$ cat src/rtl/euler_step_accumulator.sv
// Euler-step accumulator: adds rounded Q(2*FRAC) products into a saturating
// Q(FRAC) state for a programmed number of steps.
module euler_step_accumulator #(
  parameter int FRAC = 8
) (
  input  logic        clk,
  input  logic        rst,
  input  logic        start,
  input  logic [15:0] x0,
  input  logic [15:0] n_steps,
  input  logic [31:0] prod,
  input  logic        prod_valid,
  output logic        prod_ready,
  output logic [15:0] x_out,
  output logic        x_valid,
  output logic        busy,
  output logic        done,
  output logic        sat
);

  typedef enum logic [1:0] {
    IDLE = 2'd0,
    RUN  = 2'd1,
    DONE = 2'd2
  } state_t;

  localparam logic signed [32:0] RND = 33'sd1 <<< (FRAC - 1);

  state_t      state_q, state_d;
  logic [15:0] x_q, x_d;
  logic [15:0] count_q, count_d;
  logic        sat_q, sat_d;
  logic        x_valid_q, x_valid_d;
  logic        done_q, done_d;

  logic signed [32:0] rounded;
  logic signed [32:0] scaled;
  logic signed [33:0] sum;
  logic [15:0]        x_next;
  logic               ovf;

  // Round-half-up scaling of the product and saturating add into the state.
  always_comb begin
    rounded = $signed({prod[31], prod}) + RND;
    scaled  = rounded >>> FRAC;
    sum     = $signed({{18{x_q[15]}}, x_q}) + $signed({scaled[32], scaled});
    ovf     = 1'b0;
    x_next  = sum[15:0];
    if (sum > 34'sd32767) begin
      x_next = 16'h7FFF;
      ovf    = 1'b1;
    end else if (sum < -34'sd32768) begin
      x_next = 16'h8000;
      ovf    = 1'b1;
    end
  end

  // Next-state and datapath update; only a valid product in RUN moves the state.
  always_comb begin
    state_d   = state_q;
    x_d       = x_q;
    count_d   = count_q;
    sat_d     = sat_q;
    x_valid_d = 1'b0;
    unique case (state_q)
      IDLE: begin
        if (start) begin
          x_d     = x0;
          count_d = n_steps;
          sat_d   = 1'b0;
          state_d = (n_steps != 16'd0) ? RUN : DONE;
        end
      end
      RUN: begin
        if (prod_valid) begin
          x_d       = x_next;
          sat_d     = sat_q | ovf;
          count_d   = count_q - 16'd1;
          x_valid_d = 1'b1;
          if (count_q == 16'd1) begin
            state_d = DONE;
          end
        end
      end
      DONE: begin
        state_d = IDLE;
      end
      default: begin
        state_d = IDLE;
      end
    endcase
    done_d = (state_d == DONE);
  end

  // State registers with synchronous reset taking priority over everything.
  always_ff @(posedge clk) begin
    if (rst) begin
      state_q   <= IDLE;
      x_q       <= '0;
      count_q   <= '0;
      sat_q     <= 1'b0;
      x_valid_q <= 1'b0;
      done_q    <= 1'b0;
    end else begin
      state_q   <= state_d;
      x_q       <= x_d;
      count_q   <= count_d;
      sat_q     <= sat_d;
      x_valid_q <= x_valid_d;
      done_q    <= done_d;
    end
  end

  assign prod_ready = (state_q == RUN);
  assign busy       = (state_q != IDLE);
  assign x_out      = x_q;
  assign x_valid    = x_valid_q;
  assign done       = done_q;
  assign sat        = sat_q;

endmodule

$ cat config.mk
export PLATFORM = sky130hd
export DESIGN_NAME = euler_step_accumulator
export DESIGN_NICKNAME = d
export VERILOG_FILES = /design/src/rtl/euler_step_accumulator.sv
export SDC_FILE = /design/constraint.sdc
export NUM_CORES = 1
export LEC_CHECK = 0
export BUFFER_PORTS_ARGS = -buffer_cell sky130_fd_sc_hd__buf_2
export CAP_MARGIN = 20
export CORE_MARGIN = 5
export CORE_UTILIZATION = 30
export CTS_CLUSTER_DIAMETER = 60
export DETAILED_ROUTE_END_ITERATION = 6
export PLACE_DENSITY = 0.6
export SETUP_SLACK_MARGIN = 0.3
export SKIP_LAST_GASP = 1
export SLEW_MARGIN = 10
export SYNTH_ARGS = -nofsm -noshare
export SYNTH_HDL_FRONTEND = slang
export SYNTH_SLANG_ARGS = --single-unit
$ cat constraint.sdc
create_clock -name clk -period 5 [get_ports clk]
set_input_delay 1.25 -clock clk [delete_from_list [all_inputs] [get_ports clk]]
set_output_delay 1.25 -clock clk [all_outputs]
set_load 0.05 [all_outputs]
==> implementation parameters <==
Parameter                              Value

STA
  Unrepaired setup endpoints after global routing ... yes
  Clock Skew ... 0.00800 ns
  Clock period minus worst slack ... 4.82 ns
  Final-report setup violation count ... 0
  Final Hold Fails ... 0
  Final cycle utilization of the critical path ... 96.3%
  Setup total negative slack ... 0 ns
  Fmax achieved ... 208 MHz
  Transition time at the pin with the least slew margin ... 1.03 ns
  Max-Slew Margin vs Limit ... 31.2%
  Fin. max-slew vios ... 0

Drt
  Number of detailed-routing iterations run before antenna repair ... 4
  Detailed-route wire length per cell ... 15.5 microns
  Via-per-instance ratio ... 5.40
  Starting DRT DRC Count ... 252
  Total detailed-routing wirelength ... 13.7 mm
  Antenna Nets Post-Route ... 0
  Detailed-route DRC error count ... 0
  Via total after detailed routing ... 4783

Critical path
  Startpoint type of the worst setup path ... input port
  Critical-path cell with the highest stage delay ... sky130_fd_sc_hd__o41ai_4
  Worst setup EP type ... flop
  Worst path arrival time ... 5.04 ns
  Largest stage delay on the critical path ... 0.38 ns
  Top delay family on crit path ... simple AND/OR/NAND/NOR gates
  Data required time at the worst endpoint ... 5.22 ns
  CP Class ... in -> reg
  Worst path cell trace ... buf_8, nand3_4, nor2_4, and3_4, nand4_1, buf_6, or2_4, nor2_4, nand3_2, xnor2_2, ha_2, nand2_2, nor3_2, nand2_1, a21o_1, a211oi_2, nand4_1, o41ai_4, buf_6, buf_8, buf_12, nand2_8, o21ai_2
  Number of buffer and inverter instances along the worst setup path ... 5
  Critical path fanouts, max ... 5

Final layout
  Area overhead of the layout relative to synthesis ... 43.2%
  Cell area after layout ... 5690 sq um
  Number of antenna repair diodes ... 0
  Share of layout cells above drive strength 1 ... 33.8%
  Layout Nets ... 808
  Filler cells ... 1372
  Multi-input gate area ... 3390 sq um
  Area used by sequential logic in the layout ... 741 sq um

Power and ir drop
  Proportion of power drawn by flip-flops and latches ... 23.5%
  Cell-internal power ... 0.895 mW
  Switch share ... 41.0%
  Switching pwr ... 0.621 mW
  Power per cell area ... 267 nW/um^2
  Peak supply drop ... 0.000201 V
  Part of the power in the clock network ... 24.5%
  Static leakage ... 2.37 nW
  Combinational fraction of design power ... 52.0%

Clock network
  Cell chosen for the clock root ... sky130_fd_sc_hd__clkbuf_16
  Number of buffers added to fix hold violations after cts ... 0
  Cts bufs inserted ... 5
  Clock tree from TritonCTS ... yes
  Insertion delay of the later-clocked pin in the worst-skew pair ... 0.29 ns
  Max H-tree Level ... 2
  Maximum clock path buffer count ... 2
  Clock transition at the registers of the reported paths ... 0.05 ns
  Sinks on the clock net ... 37

Run status
  Result of the run ... completed

Die
  Die W ... 125 microns
  Area of the core region ... 13100 sq um
  Row count ... 42
  Total Die Area ... 15600 sq um
  Top Ports ... 89
  Die Y-Extent ... 125 microns
  Initial core utilization ... 30.3%

Job
  Number of max-cap violations ... 0

Synth
  Count of yosys warnings during synthesis ... 0
  Per-instance average area after synthesis ... 6.99 sq um
  Share of flip-flops with an asynchronous set or reset ... 0%
  Dominant register cell in the synthesized netlist ... sky130_fd_sc_hd__dfxtp_1
  Post-synthesis instance area ... 3970 sq um
  EDFF count, synth ... 0
  Synthesized instance count ... 568
  Yosys cell types ... 62
  Part of the Yosys area used for sequential elements ... 18.7%
  Nets in the synthesized netlist ... 667
  Synthesis-stage register bit count ... 37

Placement
  Number of port buffers ... 81
  Weighted congestion at the end of routability-driven global placement ... 0.922
  Cell area reported after detailed placement ... 5090 sq um
  Total half-perimeter wirelength after legalization and detailed placement ... 10.7 mm

Global route
  Total grt overflow ... 0
  Overall global routing resource usage ... 17.3%
  Initial antenna violation count ... 0
  First-pass GRT wire length ... 23.1 mm
  Vias in the first global route ... 4850
  Maximum number of pins on one net before global-route repair ... 48

Hold path
  Type of the most critical hold path ... reg -> reg
==> cell usage after synthesis, types with 3 or more instances <==
| master | instances | area (sq um) |
|---|---|---|
| sky130_fd_sc_hd__inv_1 | 21 | 78.8 |
| sky130_fd_sc_hd__mux2i_1 | 4 | 40.0 |
| sky130_fd_sc_hd__or3_1 | 7 | 43.8 |
| sky130_fd_sc_hd__nand2_1 | 59 | 221 |
| sky130_fd_sc_hd__a21oi_1 | 55 | 275 |
| sky130_fd_sc_hd__a31oi_1 | 3 | 18.8 |
| sky130_fd_sc_hd__a21o_1 | 6 | 45.0 |
| sky130_fd_sc_hd__and2_1 | 6 | 37.5 |
| sky130_fd_sc_hd__nand2b_1 | 7 | 43.8 |
| sky130_fd_sc_hd__o21ai_0 | 39 | 195 |
| sky130_fd_sc_hd__nor4_1 | 9 | 56.3 |
| sky130_fd_sc_hd__nor2b_1 | 4 | 25.0 |
| sky130_fd_sc_hd__or2_2 | 4 | 25.0 |
| sky130_fd_sc_hd__dfxtp_1 | 37 | 741 |
| sky130_fd_sc_hd__o211ai_1 | 3 | 22.5 |
| sky130_fd_sc_hd__nor3b_1 | 3 | 22.5 |
| sky130_fd_sc_hd__ha_1 | 30 | 375 |
| sky130_fd_sc_hd__a22oi_1 | 5 | 37.5 |
| sky130_fd_sc_hd__xnor2_1 | 27 | 236 |
| sky130_fd_sc_hd__a311oi_1 | 5 | 43.8 |
| sky130_fd_sc_hd__o21ai_1 | 19 | 95.1 |
| sky130_fd_sc_hd__buf_2 | 3 | 15.0 |
| sky130_fd_sc_hd__o22ai_1 | 3 | 18.8 |
| sky130_fd_sc_hd__o31ai_1 | 4 | 30.0 |
| sky130_fd_sc_hd__xor2_1 | 9 | 78.8 |
| sky130_fd_sc_hd__a32oi_1 | 4 | 35.0 |
| sky130_fd_sc_hd__nand3_1 | 18 | 90.1 |
| sky130_fd_sc_hd__nor2_1 | 54 | 203 |
| sky130_fd_sc_hd__and4_1 | 3 | 26.3 |
| sky130_fd_sc_hd__nor3_1 | 22 | 110 |
| sky130_fd_sc_hd__clkbuf_1 | 18 | 67.6 |
| sky130_fd_sc_hd__a21boi_0 | 3 | 22.5 |
| sky130_fd_sc_hd__and3_1 | 7 | 43.8 |
| sky130_fd_sc_hd__nand4_1 | 13 | 81.3 |
| sky130_fd_sc_hd__a211oi_1 | 18 | 135 |
==> power groups by stage <==
stage	registers, mW	logic (mW)	clock network (mW)
after floorplan	0.405	0.411	0
after global placement	0.360	0.681	0
after detailed placement	0.362	0.693	0
after CTS	0.356	0.756	0.377
after global routing	0.361	0.861	0.394
final	0.357	0.788	0.371
==> worst min-delay path: stages, from the launching register on <==
cell	delay [ns]
sky130_fd_sc_hd__dfxtp_1	0.32
sky130_fd_sc_hd__nand2_1	0.05
sky130_fd_sc_hd__o21ai_1	0.05
==> registers in the layout, indices dropped and copies added, names as in the netlist <==
signal   count
count_q     16
x_out       16
state_q      2
done         1
sat          1
x_valid      1
==> area by class of cell <==
type / count / share of cell area [%]
Clock buffer: 6 / 2.27
Multi-Input combinational cell: 484 / 59.6
Inverter: 21 / 1.39
Clock inverter: 2 / 0.682
Timing Repair Buffer: 160 / 19.1
Tap cell: 176 / 3.87
Sequential cell: 37 / 13.0
==> kinds of logic (layout without fill, tap and decap cells) <==
kind of cell | Yosys count | in the layout | share of synthesized area, %
and+or+nand+nor | 224 | 224 | 27.8
AOI/OAI and AO/OA | 189 | 189 | 29.9
buffers and inverters | 47 | 189 | 4.76
DFF | 37 | 37 | 18.7
xor gates and xnor gates | 36 | 36 | 7.94
adders and majority gates | 31 | 31 | 9.96
muxes | 4 | 4 | 1.01
==> cell usage in the layout, fill, tap and decap left out, types with 21 or more instances in the layout <==
master,instances
sky130_fd_sc_hd__nor2_1,48
sky130_fd_sc_hd__a21oi_1,42
sky130_fd_sc_hd__dfxtp_1,37
sky130_fd_sc_hd__xnor2_1,25
sky130_fd_sc_hd__nand2_1,53
sky130_fd_sc_hd__o21ai_0,33
sky130_fd_sc_hd__buf_4,72
sky130_fd_sc_hd__buf_2,78
sky130_fd_sc_hd__o21ai_1,21
sky130_fd_sc_hd__ha_1,24
==> per-stage QoR <==
step	std cells	setup WS, ns	util (%)	power, mW	hold slack, ns
after floorplan	568	0.265	-	0.816	0.446
after global placement	866	-0.276	38.9	1.04	0.459
after detailed placement	866	-0.342	38.9	1.06	0.467
after CTS	884	0.193	42.4	1.49	0.477
after global routing	886	-0.0342	43.5	1.62	0.490
final	886	0.183	43.5	1.52	0.475
==> final timing paths <==
kind	from	to	slack (ns)	cells past startpoint
setup / recovery	prod[10]	x_out[12]$_SDFFE_PP0P_	0.18	23
setup reg to reg	x_out[0]$_SDFFE_PP0P_	x_out[12]$_SDFFE_PP0P_	1.54	15
hold reg to reg	x_out[10]$_SDFFE_PP0P_	x_out[10]$_SDFFE_PP0P_	0.47	2
hold / removal	x_out[10]$_SDFFE_PP0P_	x_out[10]$_SDFFE_PP0P_	0.47	2
==> layer usage <==
layer	vias to the layer above	GRT usage, %	part of all wire (%)
met3	16	2.90	5.1
met4	0	4.15	1.2
li1	2390	-	-
met2	109	29.6	48
met1	2268	22.6	45
met5	-	0	0
==> repair_timing <==
action / CTS / global route
gates resized for setup: 45 / 31
endpoints found under the setup margin: 16 / 16
buffers inserted: 9 / 2
gates cloned: 1 / 0
pin swaps: 12 / 14
Power figures use the tool's default switching activity.
